--- config.mk ---
export PLATFORM = sky130hd
export DESIGN_NAME = gray_sweep_ctrl
export DESIGN_NICKNAME = d
export VERILOG_FILES = /design/src/rtl/gray_sweep_ctrl.sv
export SDC_FILE = /design/constraint.sdc
export NUM_CORES = 1
export LEC_CHECK = 0
export CELL_PAD_IN_SITES_DETAIL_PLACEMENT = 2
export CELL_PAD_IN_SITES_GLOBAL_PLACEMENT = 2
export CORE_ASPECT_RATIO = 0.9
export CORE_MARGIN = 2
export CORE_UTILIZATION = 31
export DETAILED_ROUTE_END_ITERATION = 10
export PLACE_DENSITY_LB_ADDON = 0.05
export SLEW_MARGIN = 10
export SYNTH_ARGS = -nofsm -noshare
export SYNTH_HDL_FRONTEND = slang
export SYNTH_SLANG_ARGS = --single-unit
--- constraint.sdc ---
create_clock -name clk -period 2.6 [get_ports clk]
set_input_delay 0.78 -clock clk [delete_from_list [all_inputs] [get_ports clk]]
set_output_delay 0.78 -clock clk [all_outputs]
set_load 0.005 [all_outputs]
--- src/rtl/gray_sweep_ctrl.sv ---
// ---------------------------------------------------------------------------
// gray_sweep_ctrl
//   Sequencer and self-checker for a binary-to-Gray converter. On start it
//   walks binary_out through 0 .. 2^WIDTH-1, holding each code STEP_CYCLES
//   clocks. On the last hold cycle it samples gray_in and checks the value,
//   the single-bit change from the previous code, and (on the last code) the
//   single-bit wrap back to the first code. Errors are sticky per sweep.
//
// Ports
//   clk         in   system clock, rising edge
//   rst_n       in   asynchronous active-low reset
//   start       in   sweep request, honoured in IDLE and DONE
//   pause       in   freezes hold counter and sweep while high
//   gray_in     in   [WIDTH] converter output (combinational)
//   binary_out  out  [WIDTH] code driven into the converter
//   code_valid  out  one-cycle pulse after each sample edge
//   busy        out  sweep running
//   done        out  sweep finished, until next accepted start
//   err         out  sticky: any check failed this sweep
//   err_kind    out  [2] sticky: bit0 value mismatch, bit1 adjacency/wrap
//   err_code    out  [WIDTH] binary_out at the first failing sample
// ---------------------------------------------------------------------------
module gray_sweep_ctrl #(
    parameter int WIDTH       = 4,
    parameter int STEP_CYCLES = 10
) (
    input  logic             clk,
    input  logic             rst_n,
    input  logic             start,
    input  logic             pause,
    input  logic [WIDTH-1:0] gray_in,
    output logic [WIDTH-1:0] binary_out,
    output logic             code_valid,
    output logic             busy,
    output logic             done,
    output logic             err,
    output logic [1:0]       err_kind,
    output logic [WIDTH-1:0] err_code
);

    localparam int               CNT_W     = (STEP_CYCLES > 1) ? $clog2(STEP_CYCLES) : 1;
    localparam logic [CNT_W-1:0] CNT_LAST  = CNT_W'(STEP_CYCLES - 1);
    localparam logic [WIDTH-1:0] LAST_CODE = '1;

    typedef enum logic [1:0] {
        S_IDLE,
        S_RUN,
        S_DONE
    } state_t;

    state_t           state_q, state_d;
    logic [WIDTH-1:0] bin_q, bin_d;
    logic [CNT_W-1:0] cnt_q, cnt_d;
    logic             code_valid_q, code_valid_d;
    logic             err_q, err_d;
    logic [1:0]       err_kind_q, err_kind_d;
    logic [WIDTH-1:0] err_code_q, err_code_d;
    logic [WIDTH-1:0] prev_gray_q, prev_gray_d;
    logic [WIDTH-1:0] first_gray_q, first_gray_d;

    // Failures detected on the current sample edge.
    logic [1:0]       fail;

    // Exactly one bit set: consecutive Gray codes differ in one position.
    function automatic logic one_bit(input logic [WIDTH-1:0] v);
        return $countones(v) == 1;
    endfunction

    always_comb begin
        // NOTE: every signal gets a default first so no path leaves it
        // unassigned; otherwise a latch would be inferred.
        state_d      = state_q;
        bin_d        = bin_q;
        cnt_d        = cnt_q;
        code_valid_d = 1'b0;
        err_d        = err_q;
        err_kind_d   = err_kind_q;
        err_code_d   = err_code_q;
        prev_gray_d  = prev_gray_q;
        first_gray_d = first_gray_q;
        fail         = 2'b00;

        case (state_q)
            S_IDLE, S_DONE: begin
                if (start) begin
                    state_d    = S_RUN;
                    bin_d      = '0;
                    cnt_d      = '0;
                    err_d      = 1'b0;
                    err_kind_d = 2'b00;
                    err_code_d = '0;
                end
            end

            S_RUN: begin
                if (!pause) begin
                    if (cnt_q != CNT_LAST) begin
                        cnt_d = cnt_q + CNT_W'(1);
                    end else begin
                        // Sample edge for the current code.
                        code_valid_d = 1'b1;
                        if (gray_in != (bin_q ^ (bin_q >> 1))) fail[0] = 1'b1;

                        if (bin_q == '0) first_gray_d = gray_in;
                        else if (!one_bit(prev_gray_q ^ gray_in)) fail[1] = 1'b1;
                        prev_gray_d = gray_in;

                        if (bin_q != LAST_CODE) begin
                            bin_d = bin_q + WIDTH'(1);
                            cnt_d = '0;
                        end else begin
                            if (!one_bit(gray_in ^ first_gray_q)) fail[1] = 1'b1;
                            state_d = S_DONE;
                        end

                        // err_code latches only the first failing code.
                        if (err_kind_q == 2'b00 && fail != 2'b00) err_code_d = bin_q;
                        err_kind_d = err_kind_q | fail;
                        err_d      = |(err_kind_q | fail);
                    end
                end
            end

            default: state_d = S_IDLE;
        endcase
    end

    // NOTE: state uses non-blocking assignments so every flop updates from
    // the pre-edge values, independent of statement order.
    always_ff @(posedge clk or negedge rst_n) begin
        if (!rst_n) begin
            state_q      <= S_IDLE;
            bin_q        <= '0;
            cnt_q        <= '0;
            code_valid_q <= 1'b0;
            err_q        <= 1'b0;
            err_kind_q   <= 2'b00;
            err_code_q   <= '0;
            prev_gray_q  <= '0;
            first_gray_q <= '0;
        end else begin
            state_q      <= state_d;
            bin_q        <= bin_d;
            cnt_q        <= cnt_d;
            code_valid_q <= code_valid_d;
            err_q        <= err_d;
            err_kind_q   <= err_kind_d;
            err_code_q   <= err_code_d;
            prev_gray_q  <= prev_gray_d;
            first_gray_q <= first_gray_d;
        end
    end

    assign binary_out = bin_q;
    assign code_valid = code_valid_q;
    assign busy       = (state_q == S_RUN);
    assign done       = (state_q == S_DONE);
    assign err        = err_q;
    assign err_kind   = err_kind_q;
    assign err_code   = err_code_q;

endmodule

After elaboration in Yosys (flattened, before gate mapping). Index checks and enable logic that the tools add are counted. Widths: inputs -> output; s select.

Magnitude comparators: 0. Div/mod/pow operators: 0. Add/subtract/negate cells: 8. Bitwise logic cells: 6. Muxes and demuxes: 40. Shifts and indexed selects: 0. Reduce and logical (&&, ||, !) cells: 15. Eq/ne operators: 14. Multipliers: 0.

Operator list (number): $mux 4 (10); $pmux 4 s2 (3); $mux 1 (17); $reduce_and 4->1 (4); $mux 2 (7); $reduce_and 5->1 (2); $add 1x1->2 (4); $add 4x1->4 const B (2); $ne 2x2->1 const B (4); $ne 4x4->1 const B (2); $pmux 2 s2 (2); $xor 4x4->4 (2); $add 2x2->3 (2); $eq 3x1->1 const B (2); $logic_not 2->1 (2); $logic_not 4->1 (1); $ne 2x1->1 const B (2); $ne 4x4->1 (1); $reduce_bool 2->1 (2); $reduce_or 2->1 (2); $xor 4x3->4 (1); $ne 3x1->1 const B (1); $reduce_and 3->1 (1); $eq 2x1->1 const B (1); other kinds (5) (6).

Output and inout port bits: 14. Bits in read-only memories: 0. Register bits after elaboration: 26. Bits in writable memories: 0. Memories: 0. Bits in latches: 0.

Longest topological paths before layout.
Depth in word-level cells: 17. Depth in mapped cells: 8.

Worst setup path before layout. No wires, ideal clock.

Kind: input -> register. From: in gray_in[0]. To: reg err_kind_q[1], in the netlist err_kind[1]. Cell stages on the path: 8. Data arrival time: 2.928 ns. Required time: 2.478 ns. Path buffers: 0. Setup slack: -0.449 ns. Setup time: 0.122 ns. Path through: xor2_1 fa_1 ha_1 ha_1 or3b_2 a2bb2oi_1 nand2_1 a32o_1.

Cells in the longest elaborated chain, start to end: 15. Elaborated cells on any way between the ends: 19. Those cells by class: add/sub (4); eq/ne (2); mux (10); bitwise (3).

RTL lines: start: declaration (line 31) `input logic [WIDTH-1:0] gray_in,`; $xor 4x4->4 (line 105) `else if (!one_bit(prev_gray_q ^ gray_in)) fail[1] = 1'b1;`; $add 1x1->2 (implied by the code) (line 66) `return $countones(v) == 1;`; $add 2x2->3 (implied by the code) (line 66); $eq 3x1->1 (line 66); $mux 1 (line 105); $mux 1 (line 104) `if (bin_q == '0) first_gray_d = gray_in;`; $mux 1 (line 112) `if (!one_bit(gray_in ^ first_gray_q)) fail[1] = 1'b1;`; $mux 1 (*) (line 108) `if (bin_q != LAST_CODE) begin`; $mux 1 (*) (line 97) `if (cnt_q != CNT_LAST) begin`; $mux 1 (*) (line 96) `if (!pause) begin`; $mux 1 (*) (line 83) `case (state_q)`; $or 2x2->2 (*) (line 118) `err_kind_d = err_kind_q | fail;`; $mux 2 (*) (line 97); $mux 2 (*) (line 96); $pmux 2 s2 (*) (line 83); end signal: assignment (line 147) `err_kind_q <= err_kind_d;`; end: declaration (line 56) `logic [1:0] err_kind_q, err_kind_d;`.

Every way passes the cells marked *; elsewhere a longest branch is shown, timed or not. The select of a mux whose other input is x is not followed. A chain may end at the register's enable or synchronous reset.

Worst setup path after layout.
From: in gray_in[2]. To: reg err_code_q[3], in the netlist err_code[3].

Cells in the longest elaborated chain, start to end: 15. Elaborated cells on any way between the ends: 24. Those cells by class: add/sub (4); eq/ne (4); mux (11); bitwise (2); reduce/logical (3).

RTL lines: $xor 4x4->4 (line 105); $add 1x1->2 (implied by the code) (line 66); $add 2x2->3 (implied by the code) (line 66); $eq 3x1->1 (line 66); $mux 1 (line 105); $mux 1 (line 104); $mux 1 (line 112); $mux 1 (line 108); $mux 1 (line 97); $mux 1 (line 96); $mux 1 (line 83); $reduce_bool 2->1 (*) (line 117) `if (err_kind_q == 2'b00 && fail != 2'b00) err_code_d = bin_q;`; $logic_and 1x1->1 (*) (line 117); $ne 2x1->1 (no line) (*); $reduce_and 5->1 (no line) (*); end signal: assignment (line 148) `err_code_q <= err_code_d;`; end: declaration (line 57) `logic [WIDTH-1:0] err_code_q, err_code_d;`.

Marks and branches as above.

==> flow_summary_export.csv <==
group,metric,value,unit
timing,setup_viol,6,
yosys,ys_seq_area_frac,0.422,
routing,vias_per_cell,4.92,
setup_path,crit_arrival,3.01,ns
timing,worstMarginPinSlew,0.536,ns
routing,vias,1285,
clock_network,htree_levels,1,
routing,drtIter0Drc,31,
timing,fmax,355,MHz
clock_network,ctsHoldBuffers,0,
timing,finalHoldViolCount,0,
clock_network,cts_buffer_depth,2,
run_status,status,"complete, but fails checks",
yosys,yosys-top-cells-count,"nand2_1 (32), dfrtp_1 (26), xor2_1 (12)",
yosys,syn-cell-area,1540,um^2
floorplan,ios,22,
setup_path,cp-startpoint,"gray_in[2]",
floorplan,fp.dieW,78.3,um
final_layout,insertedDiodeCount,0,
setup_path,critical_path.endpoint_type,"register",
final_layout,instances_no_fill,261,
yosys,synth_fp_nets,176,
routing,routed_wl,4740,um
timing,final_max_slew_viol_count,0,
power_and_ir_drop,power_density,863,nW/um^2
min_path,hp-start,"prev_gray_q[2]$_DFFE_PN0P_",
clock_network,clock_latency,0.28,ns
yosys,synth_area_leaders,"dfrtp_1 (42%), ha_1 (8.9%), nand2_1 (7.8%), xor2_1 (6.8%), mux2i_1 (3.9%)",
timing,period_minus_slack,2.82,ns
floorplan,rows,24,
timing,max-slew-margin-rel,0.641,
routing,dr.pass1.iters,4,
placed_design,portBuffers,21,
floorplan,die-area,5550,um^2
clock_network,cts-root-buf,"clkbuf_8",
power_and_ir_drop,p_leak,0.957,nW
final_layout,area_delta_synth_final,36.8,%
floorplan,initial_utilization,0.321,
timing,skew,0.00669,ns
yosys,yosys.area.top_type,"dfrtp_1",
setup_path,r2r-start,"prev_gray_q[1]$_DFFE_PN0P_",
final_layout,fin_nets,219,
clock_network,clk_pin_slew,0.10,ns
floorplan,die_h,70.9,um
run_status,violations,"setup timing",
final_layout,post-route-util,0.439,
timing,period_share,1.08,
yosys,synth-main-ff-cell,"dfrtp_1",
placed_design,place_congestion,0.783,
global_route,grt_pass1_wl,7470,um
yosys,ys_types,37,
global_route,grt.total_usage,0.174,
yosys,synth_edf_count,0,
global_route,grt_overflow,0,
global_route,grt_max_degree,27,
yosys,syn_avg_cell_area,9.94,um^2
run,max_cap_viol_count,0,
clock_network,cts_inserted_buffers,3,
final_layout,drive_gt1_frac,0.230,
setup_path,required,2.79,ns
yosys,synthArstFlopShare,1.00,
placed_design,placed_cells,254,
timing,whs,0.505,ns
power_and_ir_drop,peakVddDrop,298,uV
yosys,yosys.cell_count.top_type,"nand2_1",
setup_path,criticalPathCategory,"in2reg",
timing,rsz0062_at_grt,"true",
min_path,worstHoldPathType,"reg2reg",
timing,fin_tns_setup,-1.17,ns
clock_network,cts_sinks,26,
routing,wl_per_cell,18.2,um
routing,drc,0,
power_and_ir_drop,finalPower,1.82,mW
yosys,yosysWarnings,0,
clock_network,cts_tree,"built",
yosys,syn_inst,155,
yosys,synth_top_area_frac,0.422,
routing,antenna_left,0,
placed_design,dp_hpwl,3480,um
setup_path,crit_fanout,3,
setup_path,cp-start-kind,"primary input",
yosys,ys_seq_elements,26,
global_route,grt_pass1_vias,1464,
timing,fin_ws,-0.218,ns
global_route,antenna_found_initial,0,
floorplan,coreArea,4800,um^2
## path summary, 6_finish.rpt
check / end / slack [ns] / cells after the start
worst max-delay path: err_code[3]$_DFFE_PN0P_ / -0.22 / 9
worst min-delay path: prev_gray_q[2]$_DFFE_PN0P_ / 0.50 / 2
worst max register to register: err_code[3]$_DFFE_PN0P_ / -0.07 / 9
worst min register to register: prev_gray_q[2]$_DFFE_PN0P_ / 0.50 / 2
max in group asynchronous: cnt_q[2]$_DFFE_PN0P_ / 1.45 / 2
min in group asynchronous: first_gray_q[0]$_DFFE_PN0P_ / 0.87 / 2
## routing by layer
metal	track usage	up-vias	wire length (um)
met1	0.244	658	2400
met2	0.295	16	2230
met3	0.0191	5	66
li1	-	606	-
met5	0	-	0
met4	0.0351	0	37
## state kept, by name, indices dropped and copies added (netlist names)
register,flops
cnt_q,4
state_q,2
prev_gray_q,4
binary_out,4
first_gray_q,4
code_valid,1
err_kind,2
err,1
err_code,4
## final cells by class
cell class	instances	area, um^2
Clock buffer	3	41.3
Tap cell	65	81.3
Timing Repair Buffer	40	360
Fill cell	521	2700
Inverter	12	45.0
Multi-Input combinational cell	115	928
Sequential cell	26	651
## report_power, final
part	switching (mW)	internal [mW]	total [mW]
logic	0.446	0.502	0.948
registers	0.120	0.507	0.628
clock network	0.138	0.104	0.242
## placed cells by master, fill, tap and decap left out, drive strengths merged, types with 4 or more instances in the layout
cell type and count:
a21oi 4, buf 21, clkbuf 4, clkdlybuf4s50 18, dfrtp 26, ha 11
inv 11, mux2 4, mux2i 6, nand2 32, nor2 5, o21ai 11
xor2 12
## cells by family after synthesis
group / share of synthesized area
compound gates: 0.115
fa+ha+maj: 0.115
simple gates: 0.175
buf+inv: 0.0349
mux: 0.0682
xor+xnor: 0.0682
flops: 0.422
## per-stage QoR
stage / worst slack (ns) / instance area (um^2)
after detailed placement: -0.988 / 2000
after floorplan: -0.208 / 1600
after global routing: -0.270 / 2110
after global placement: -0.848 / 2000
final: -0.218 / 2110
after CTS: -0.244 / 2080
## timing repair
item / in CTS / in global routing
buffers inserted: 3 / 1
hold endpoints to repair: 0 / 0
resized for setup: 18 / 6
endpoints found under the setup margin: 6 / 6
pin swaps: 6 / 7
## critical path: stages
cell and delay [ns]:
clkdlybuf4s50_1 0.60, xor2_1 0.20, ha_2 0.21, ha_4 0.19, or3b_4 0.38, a2bb2oi_4 0.22, a2111oi_4 0.10, buf_4 0.16
mux2i_1 0.16
(Power assumes the default switching activity.)
